$ cat src/rtl/axi_arbiter_w.sv
// Round-robin AW/W/B arbiter for four AXI masters sharing one slave write port.
// Define AXI_ARB_W_LEN_CHECK_EN to add the sticky burst-length checker (len_err).
module axi_arbiter_w #(
   parameter int RESET_LAST = 3,
   parameter int LEN_W      = 8
) (
   input  logic             ACLK,
   input  logic             ARESETn,
   input  logic             m0_AWVALID,
   input  logic             m1_AWVALID,
   input  logic             m2_AWVALID,
   input  logic             m3_AWVALID,
   input  logic             s_AWVALID,
   input  logic             s_AWREADY,
   input  logic [LEN_W-1:0] s_AWLEN,
   input  logic             s_WVALID,
   input  logic             s_WREADY,
   input  logic             s_WLAST,
   input  logic             s_BVALID,
   input  logic             s_BREADY,
   output logic             m0_wgrnt,
   output logic             m1_wgrnt,
   output logic             m2_wgrnt,
   output logic             m3_wgrnt,
   output logic             w_en,
   output logic             b_en,
   output logic             busy,
   output logic             len_err
);

   typedef enum logic [1:0] {IDLE, ADDR, DATA, RESP} state_t;

   state_t     state, state_nxt;
   logic [3:0] grant, grant_nxt;
   logic [1:0] last, last_nxt;
   logic [3:0] req;
   logic       aw_hs, w_hs, b_hs;

   assign req   = {m3_AWVALID, m2_AWVALID, m1_AWVALID, m0_AWVALID};
   assign aw_hs = s_AWVALID & s_AWREADY;
   assign w_hs  = s_WVALID & s_WREADY;
   assign b_hs  = s_BVALID & s_BREADY;

   // Walk from lowest to highest priority so the nearest requester after prev wins.
   function automatic logic [3:0] rr_pick(input logic [1:0] prev, input logic [3:0] r);
      logic [3:0] pick;
      logic [1:0] idx;
      pick = 4'b0000;
      for (int k = 4; k >= 1; k--) begin
         idx = prev + 2'(k);
         if (r[idx]) pick = 4'b0001 << idx;
      end
      return pick;
   endfunction

   function automatic logic [1:0] grant_idx(input logic [3:0] g);
      logic [1:0] idx;
      idx = 2'd0;
      for (int i = 0; i < 4; i++) begin
         if (g[i]) idx = 2'(i);
      end
      return idx;
   endfunction

   always_ff @(posedge ACLK or negedge ARESETn) begin
      if (!ARESETn) begin
         state <= IDLE;
         grant <= 4'b0000;
         last  <= 2'(RESET_LAST);
      end else begin
         state <= state_nxt;
         grant <= grant_nxt;
         last  <= last_nxt;
      end
   end

   // The grant only changes when leaving IDLE or RESP, so bursts never interleave.
   always_comb begin
      state_nxt = state;
      grant_nxt = grant;
      last_nxt  = last;
      case (state)
         IDLE: begin
            if (|req) begin
               grant_nxt = rr_pick(last, req);
               state_nxt = ADDR;
            end
         end
         ADDR: begin
            if (aw_hs) state_nxt = DATA;
         end
         DATA: begin
            if (w_hs && s_WLAST) state_nxt = RESP;
         end
         RESP: begin
            if (b_hs) begin
               last_nxt  = grant_idx(grant);
               grant_nxt = rr_pick(grant_idx(grant), req);
               state_nxt = (|req) ? ADDR : IDLE;
            end
         end
         default: begin
            state_nxt = IDLE;
            grant_nxt = 4'b0000;
         end
      endcase
   end

   always_comb begin
      w_en = (state == DATA);
      b_en = (state == RESP);
      busy = |grant;
      {m3_wgrnt, m2_wgrnt, m1_wgrnt, m0_wgrnt} = grant;
   end

`ifdef AXI_ARB_W_LEN_CHECK_EN
   logic [LEN_W-1:0] len_q;
   logic [LEN_W:0]   beat_cnt;
   logic             len_err_q;

   // A beat is wrong when WLAST disagrees with "this is beat number AWLEN".
   always_ff @(posedge ACLK or negedge ARESETn) begin
      if (!ARESETn) begin
         len_q     <= '0;
         beat_cnt  <= '0;
         len_err_q <= 1'b0;
      end else begin
         if (state == ADDR && aw_hs) begin
            len_q    <= s_AWLEN;
            beat_cnt <= '0;
         end else if (state == DATA && w_hs) begin
            beat_cnt <= beat_cnt + 1'b1;
            if (s_WLAST != (beat_cnt == {1'b0, len_q})) len_err_q <= 1'b1;
         end
      end
   end

   assign len_err = len_err_q;
`else
   logic len_unused;
   assign len_unused = ^s_AWLEN;
   assign len_err    = 1'b0;
`endif

endmodule

$ cat config.mk
export PLATFORM = sky130hd
export DESIGN_NAME = axi_arbiter_w
export DESIGN_NICKNAME = d
export VERILOG_FILES = /design/src/rtl/axi_arbiter_w.sv
export SDC_FILE = /design/constraint.sdc
export NUM_CORES = 1
export LEC_CHECK = 0
export ABC_AREA = 1
export CAP_MARGIN = 20
export CORE_AREA = 2 2 53 55
export CTS_CLUSTER_DIAMETER = 60
export DETAILED_ROUTE_END_ITERATION = 8
export DIE_AREA = 0 0 55 57
export PLACE_DENSITY_LB_ADDON = 0.25
export SYNTH_ARGS = -nofsm -noshare
export SYNTH_HDL_FRONTEND = slang
export SYNTH_SLANG_ARGS = --single-unit
export TNS_END_PERCENT = 30
$ cat constraint.sdc
create_clock -name ACLK -period 2.2 [get_ports ACLK]
set_input_delay 0.44 -clock ACLK [delete_from_list [all_inputs] [get_ports ACLK]]
set_output_delay 0.44 -clock ACLK [all_outputs]
set_load 0.01 [all_outputs]
==> metrics.md, run 1 <==
| Metric | Value |
|---|---|
| Most frequent cells in the layout | `70 x nand2_1, 33 x nand3_1, 28 x inv_1, 19 x clkdlybuf4s50_1, 18 x ha_1` |
| Netlist cell types | `22` |
| Post-Syn Instances | `207` |
| Share of power burned in registers | `12.1%` |
| Syn-to-layout area delta | `25.6%` |
| Final Hold Viols | `0` |
| Seq/Total Area, Yosys | `16.5%` |
| Core ar. | `2620 sq um` |
| Die Width | `between 50 and 60 microns` |
| Initial DRC Count | `35` |
| CP max FO | `8` |
| Fillcell total | `roughly 250` |
| FMAX | `between 400 and 500 MHz` |
| Post-DP HPWL | `2.32 mm` |
| Initial core utilization | `47.0%` |
| H-Tree Depth | `1` |
| Sw Pwr | `1400 uW` |
| Setup bufs post-CTS | `0` |
| Asr flop ratio synth | `100%` |
| Worst Reg2Reg Path Length in Cells | `9` |
| Setup_tns | `0 ps` |
| Wire per inst | `around 11 microns` |
| Largest net degree at the start of global routing | `10` |
| Pre-antenna DRT Iters | `5` |
| PD cells | `1660 nW/um^2` |
| Share of cells above drive strength 1 | `a little over a tenth` |
| Sw Ratio | `a little over half` |
| Worst-Skew Late Latency | `260 ps` |
| Crit path kind | `register to primary output` |
| Netlist area before placement | `roughly 1200 sq um` |
| Final Critical Period | `2030 ps` |
| Initial antenna violation count | `0` |
| Mapped Nets | `246` |
| # IOs | `29` |
| Comb pwr share | `83.0%` |
| Startpoint types | `register` |
| Clock share of power | `4.9%` |
| Tot GR Track Use | `20.7%` |
| #FFs+latches synth | `8` |
| Die extent in y | `around 57 microns` |
| Min-Delay Path Class | `input port to async pin` |
| Leak | `0.000854 uW` |
| EDFF count, synth | `0` |
| Tot Pwr | `2550 uW` |
| # clock sinks | `8` |
| Outcome | `finished clean` |
| Arrival @ worst endpoint | `between 1500 and 2000 ps` |
| CTS tree | `yes` |
| CP required | `1760 ps` |
| Setup crit end kind | `primary output` |
| Hold buffers post-CTS | `0` |
| Syn Area/Cell | `5.94 sq um` |
| RSZ-0062 raised after global routing | `false` |
| Most common cell after layout, fill and taps aside | `nand2_1` |
| I/O Buffers | `19` |
| Avg Vias per Cell | `5.11` |
| Number of global-route vias before repair | `between 1k and 1.5k` |
| Placed cells | `around 260` |
| DRC Markers | `0` |
| VDD IR-drop max | `between 1 and 1.5 mV` |
| Die Footprint | `3140 sq um` |
| Finished Layout Cells | `267` |
| First-pass GRT wire length | `4.97 mm` |
| Final net count | `276` |
| Core Rows | `19` |
| ANT cells | `0` |
| WL final | `2.91 mm` |
| CTS root buffer | `clkbuf_4` |
| Antenna viol nets, final | `0` |
| Worst Skew | `8.24 ps` |
| Period Utilization, post-route | `92.2%` |
| Placer Congestion | `0.882` |
| Max clock buf depth | `2` |
| P_int | `1150 uW` |
| Max Cap Viol | `0` |
| Main synth FF type | `dfrtp_1` |
| Setup violators final | `0` |
| GRT overflow | `0` |
| Inserted Clock Buffers | `3` |
| Synth Warn # | `0` |
| Detailed-route via count | `1364` |
| Reg clk slew, reported paths | `~60 ps` |
| Max-slew violations | `0` |
-- kinds of logic after synthesis --
| logic type | Yosys count | synth area share, % |
|---|---|---|
| AOI/OAI and AO/OA | 26 | 12.2 |
| adders and majority gates | 18 | 18.3 |
| buffers and inverters | 32 | 10.2 |
| DFF | 8 | 16.5 |
| other | 1 | 0.305 |
| and+or+nand+nor | 122 | 42.5 |
-- power groups by stage --
stage	Clock, uW	Sequential (uW)	Combinational [uW]
2_1_floorplan	0	342	1450
3_3_place_gp	0	309	2070
3_5_place_dp	0	308	2080
4_1_cts	127	306	2090
5_1_grt	141	319	2440
6_report	125	309	2120
-- metrics by stage --
| stage | util, % | cell area (sq um) | hold WS (ps) | worst slack (ps) |
|---|---|---|---|---|
| final | 59.0 | 1540 | 440 | 171 |
| after global routing | 59.0 | 1540 | 473 | 50.2 |
| after CTS | 58.6 | 1530 | 449 | 164 |
| after detailed placement | 57.6 | 1510 | 562 | 79.1 |
| after global placement | 57.6 | 1510 | 542 | 97.3 |
| after floorplan | - | 1230 | 144 | 320 |
-- area by class of cell --
class                      count  area [sq um]  area share [%]
timing repair buffer          27           250            16.2
clock buffer                   4          26.3            1.70
multi-input combinational    167           911            59.0
inverter                      30           113            7.30
tap                           31          38.8            2.51
sequential                     8           204            13.2
-- cell usage after synthesis (2+ instances only) --
library cell  count  share of area (%)
inv_1            28                8.6
dfrtp_1           6                 12
nand2_1          72                 22
o211ai_1          2                1.2
o21ai_0          14                5.7
o21a_1            3                1.8
a21oi_1           4                1.6
nand2_2           3                1.5
nor2_1           10                3.1
nand3_1          34                 14
dfstp_2           2                4.3
ha_1             18                 18
inv_2             2               0.61
-- critical path, cell delays in order (launching register included) --
cell,delay [ps]
dfrtp_1,370
buf_4,150
nor2_1,90
buf_4,170
nand2_1,70
clkdlybuf4s50_1,470
-- flip-flops by register name, indices dropped and copies added (netlist names) --
signal and cells:
grant 4, last 2, state 2
-- per-layer routing --
metal	vias to the layer above	GRT usage [%]	wire length, microns	part of all wire, %
li1	720	-	-	-
met1	606	28.8	1430	49
met2	35	34.2	1330	46
met3	3	0.785	114	3.9
met4	0	6.27	28	0.96
met5	-	0	0	0
-- repair_timing --
action,in CTS,in global routing
endpoints found under the hold margin,0,0
resized for setup,0,4
endpoints found under the setup margin,0,2
-- worst paths after layout --
path	from	to	slack [ps]
worst max-delay path	grant[2]$_DFFE_PN0P_	busy	170
worst min-delay path	ARESETn	state[1]$_DFFE_PN0P_	440
worst max register to register	last[0]$_DFFE_PN1P_	grant[3]$_DFFE_PN0P_	250
worst min register to register	grant[3]$_DFFE_PN0P_	grant[3]$_DFFE_PN0P_	570
max in group asynchronous	ARESETn	last[0]$_DFFE_PN1P_	1450
min in group ACLK	grant[3]$_DFFE_PN0P_	grant[3]$_DFFE_PN0P_	570
(Power assumes the default switching activity.)
==> inputs of run 2 (changes only) <==
==> constraint.sdc (replaced) <==
create_clock -name ACLK -period 2.2 [get_ports ACLK]
set_input_delay 0.22 -clock ACLK [delete_from_list [all_inputs] [get_ports ACLK]]
set_output_delay 0.22 -clock ACLK [all_outputs]
set_load 0.01 [all_outputs]
==> run 2 against run 1 <==
Effect of this change: routed wire length about the same; hold slack worse by 220 ps; sequential power down 4%; largest cell class unchanged; largest power group unchanged; combinational power about the same; clock power about the same; critical path type is now register to register; non-clock buffer count down 1; clock skew down 2.9 ps.
==> metrics.md, run 2 (synthesis results as in run 1) <==
| Metric | Value |
|---|---|
| Most frequent CP cell | `nand2_1` |
| Number of global-route vias before repair | `1191 (-1.1%)` |
| Max FFs per register | `4 (unchanged)` |
| Final Hold Viols | `0 (unchanged)` |
| H-Tree Depth | `1 (unchanged)` |
| Core ar. | `2620 sq um (unchanged)` |
| Tot Pwr | `2530 uW (-0.92%)` |
| Tot GR Track Use | `19.9% (-0.78 points)` |
| Reg clk slew, reported paths | `60 ps (about the same)` |
| Syn-to-layout area delta | `24.4%` |
| Final net count | `275 (-0.36%)` |
| Top reg by flops | `grant` |
| CP Cell Sequence | `inv_2, ha_1, inv_1, nand3_1, nand2_1, nand2_1, nor2_1, nor2_1, nor2_1, o21a_1, nand2_1, nand2_1` |
| Initial antenna violation count | `0 (unchanged)` |
| I/O Buffers | `19 (unchanged)` |
| Detailed-route via count | `1355 (-0.66%)` |
| Core Rows | `19 (unchanged)` |
| Wire per inst | `10.9 microns (+0.41%)` |
| Final Critical Period | `1980 ps (-53.7 ps)` |
| CTS tree | `yes` |
| Inserted Clock Buffers | `3 (unchanged)` |
| Max-slew violations | `0 (unchanged)` |
| Most frequent cells in the layout | `71 x nand2_1, 34 x nand3_1, 28 x inv_1, 19 x clkdlybuf4s50_1, 18 x ha_1` |
| Pre-antenna DRT Iters | `4 (-1)` |
| Setup_tns | `0 ps (unchanged)` |
| Slowest library cell on the worst path | `dfstp_2` |
| Startpoint types | `register` |
| Post-DP HPWL | `2.40 mm (+3.3%)` |
| Die Width | `55 microns (unchanged)` |
| WL final | `2.91 mm (about the same)` |
| VDD IR-drop max | `0.974 mV (-9.7%)` |
| Initial core utilization | `47.0% (unchanged)` |
| Placed cells | `262 (-0.38%)` |
| Regs by FF count | `grant: 4 flops, last: 2 flops, state: 2 flops` |
| Worst Skew | `5.38 ps (-2.86 ps)` |
| CTS root buffer | `clkbuf_4` |
| DRC Markers | `0 (unchanged)` |
| First-pass GRT wire length | `4.75 mm (-4.4%)` |
| Placer Congestion | `0.872 (-1.2%)` |
| CP required | `2400 ps (+640 ps)` |
| WHS | `224 ps (-216 ps)` |
| Outcome | `finished clean` |
| Largest net degree at the start of global routing | `11 (+1)` |
| Share of cells above drive strength 1 | `9.36% (-1.2 points)` |
| Setup crit end kind | `register` |
| Setup bufs post-CTS | `0 (unchanged)` |
| ANT cells | `0 (unchanged)` |
| Setup violators final | `0 (unchanged)` |
| Max Cap Viol | `0 (unchanged)` |
| Most common cell after layout, fill and taps aside | `nand2_1` |
| Period Utilization, post-route | `89.8% (-2.4 points)` |
| Worst-Skew Late Latency | `260 ps (about the same)` |
| # clock sinks | `8 (unchanged)` |
| Arrival @ worst endpoint | `2170 ps (+580 ps)` |
| Final worst slack | `225 ps (+53.7 ps)` |
| Hold buffers post-CTS | `0 (unchanged)` |
| Min-Delay Path Class | `input port to async pin` |
| FMAX | `506 MHz (+2.7%)` |
| Die extent in y | `57 microns (unchanged)` |
| Max clock buf depth | `2 (unchanged)` |
| Finished Layout Cells | `266 (-0.37%)` |
| Max incr delay on CP | `530 ps (+60 ps)` |
| Antenna viol nets, final | `0 (unchanged)` |
| # IOs | `29 (unchanged)` |
| CP max FO | `8 (unchanged)` |
| Pre-CTS WS | `201 ps (+122 ps)` |
| Initial DRC Count | `35 (unchanged)` |
| Crit path kind | `register to register` |
| RSZ-0062 raised after global routing | `false` |
| PD cells | `1660 nW/um^2 (about the same)` |
| GRT overflow | `0 (unchanged)` |
| Avg Vias per Cell | `5.09 (-0.29%)` |
| Die Footprint | `3140 sq um (unchanged)` |
| Leak | `0.000848 uW (-0.75%)` |
[run 2: path summary, 6_finish.rpt]
check                                            end  slack, ps            startpoint  depth (start not counted)
worst min register to register  grant[3]$_DFFE_PN0P_        590  grant[3]$_DFFE_PN0P_                          2
worst min-delay path            state[1]$_DFFE_PN0P_        220               ARESETn                          1
max in group asynchronous        last[1]$_DFFE_PN1P_       1680               ARESETn                          1
worst max register to register  grant[2]$_DFFE_PN0P_        220   last[0]$_DFFE_PN1P_                         12
min in group ACLK               grant[3]$_DFFE_PN0P_        590  grant[3]$_DFFE_PN0P_                          2
worst max-delay path            grant[2]$_DFFE_PN0P_        220   last[0]$_DFFE_PN1P_                         12
[run 2: area by class of cell]
class                   instances  area [sq um]
flip-flops and latches          8           203
well taps                      31          38.8
inverters                      30           113
repair buffers                 26           243
multi-input cells             167           906
fillers                       275          1090
clock buffers                   4          26.3
[run 2: repair_timing]
item                                    CTS  global route
endpoints found under the setup margin    0             1
hold endpoints to repair                  0             0
resized for setup                         0             2
[run 2: layer usage]
layer | global-route usage [%] | part of all wire, % | vias up
li1 | - | - | 719
met1 | 26.5 | 50 | 599
met2 | 33.0 | 45 | 29
met3 | 1.57 | 2.9 | 8
met4 | 7.32 | 2.0 | 0
met5 | 0 | 0 | -
[run 2: critical path: cells and delay by family (launching register included)]
family | cells | cell delay (ps)
adder cells (fa/ha/maj) | 1 | 350
AND/OR/NAND/NOR | 8 | 740
AO/OA/AOI/OAI | 1 | 140
buffers and inverters | 2 | 150
flip-flops | 1 | 530
[run 2: metrics by stage]
step                      utilization, %  cell area, sq um
after floorplan                        -              1230
after global placement              57.3              1500
after detailed placement            57.3              1500
after CTS                           58.3              1520
after global routing                58.5              1530
final                               58.5              1530
[run 2: power by group]
group	total [uW]	leakage, uW	switching, uW	internal (uW)
clock	123	0.0000150	53.3	69.6
sequential	298	0.0000938	59.6	239
combinational	2110	0.000739	1280	827
total	2530	0.000848	1400	1140
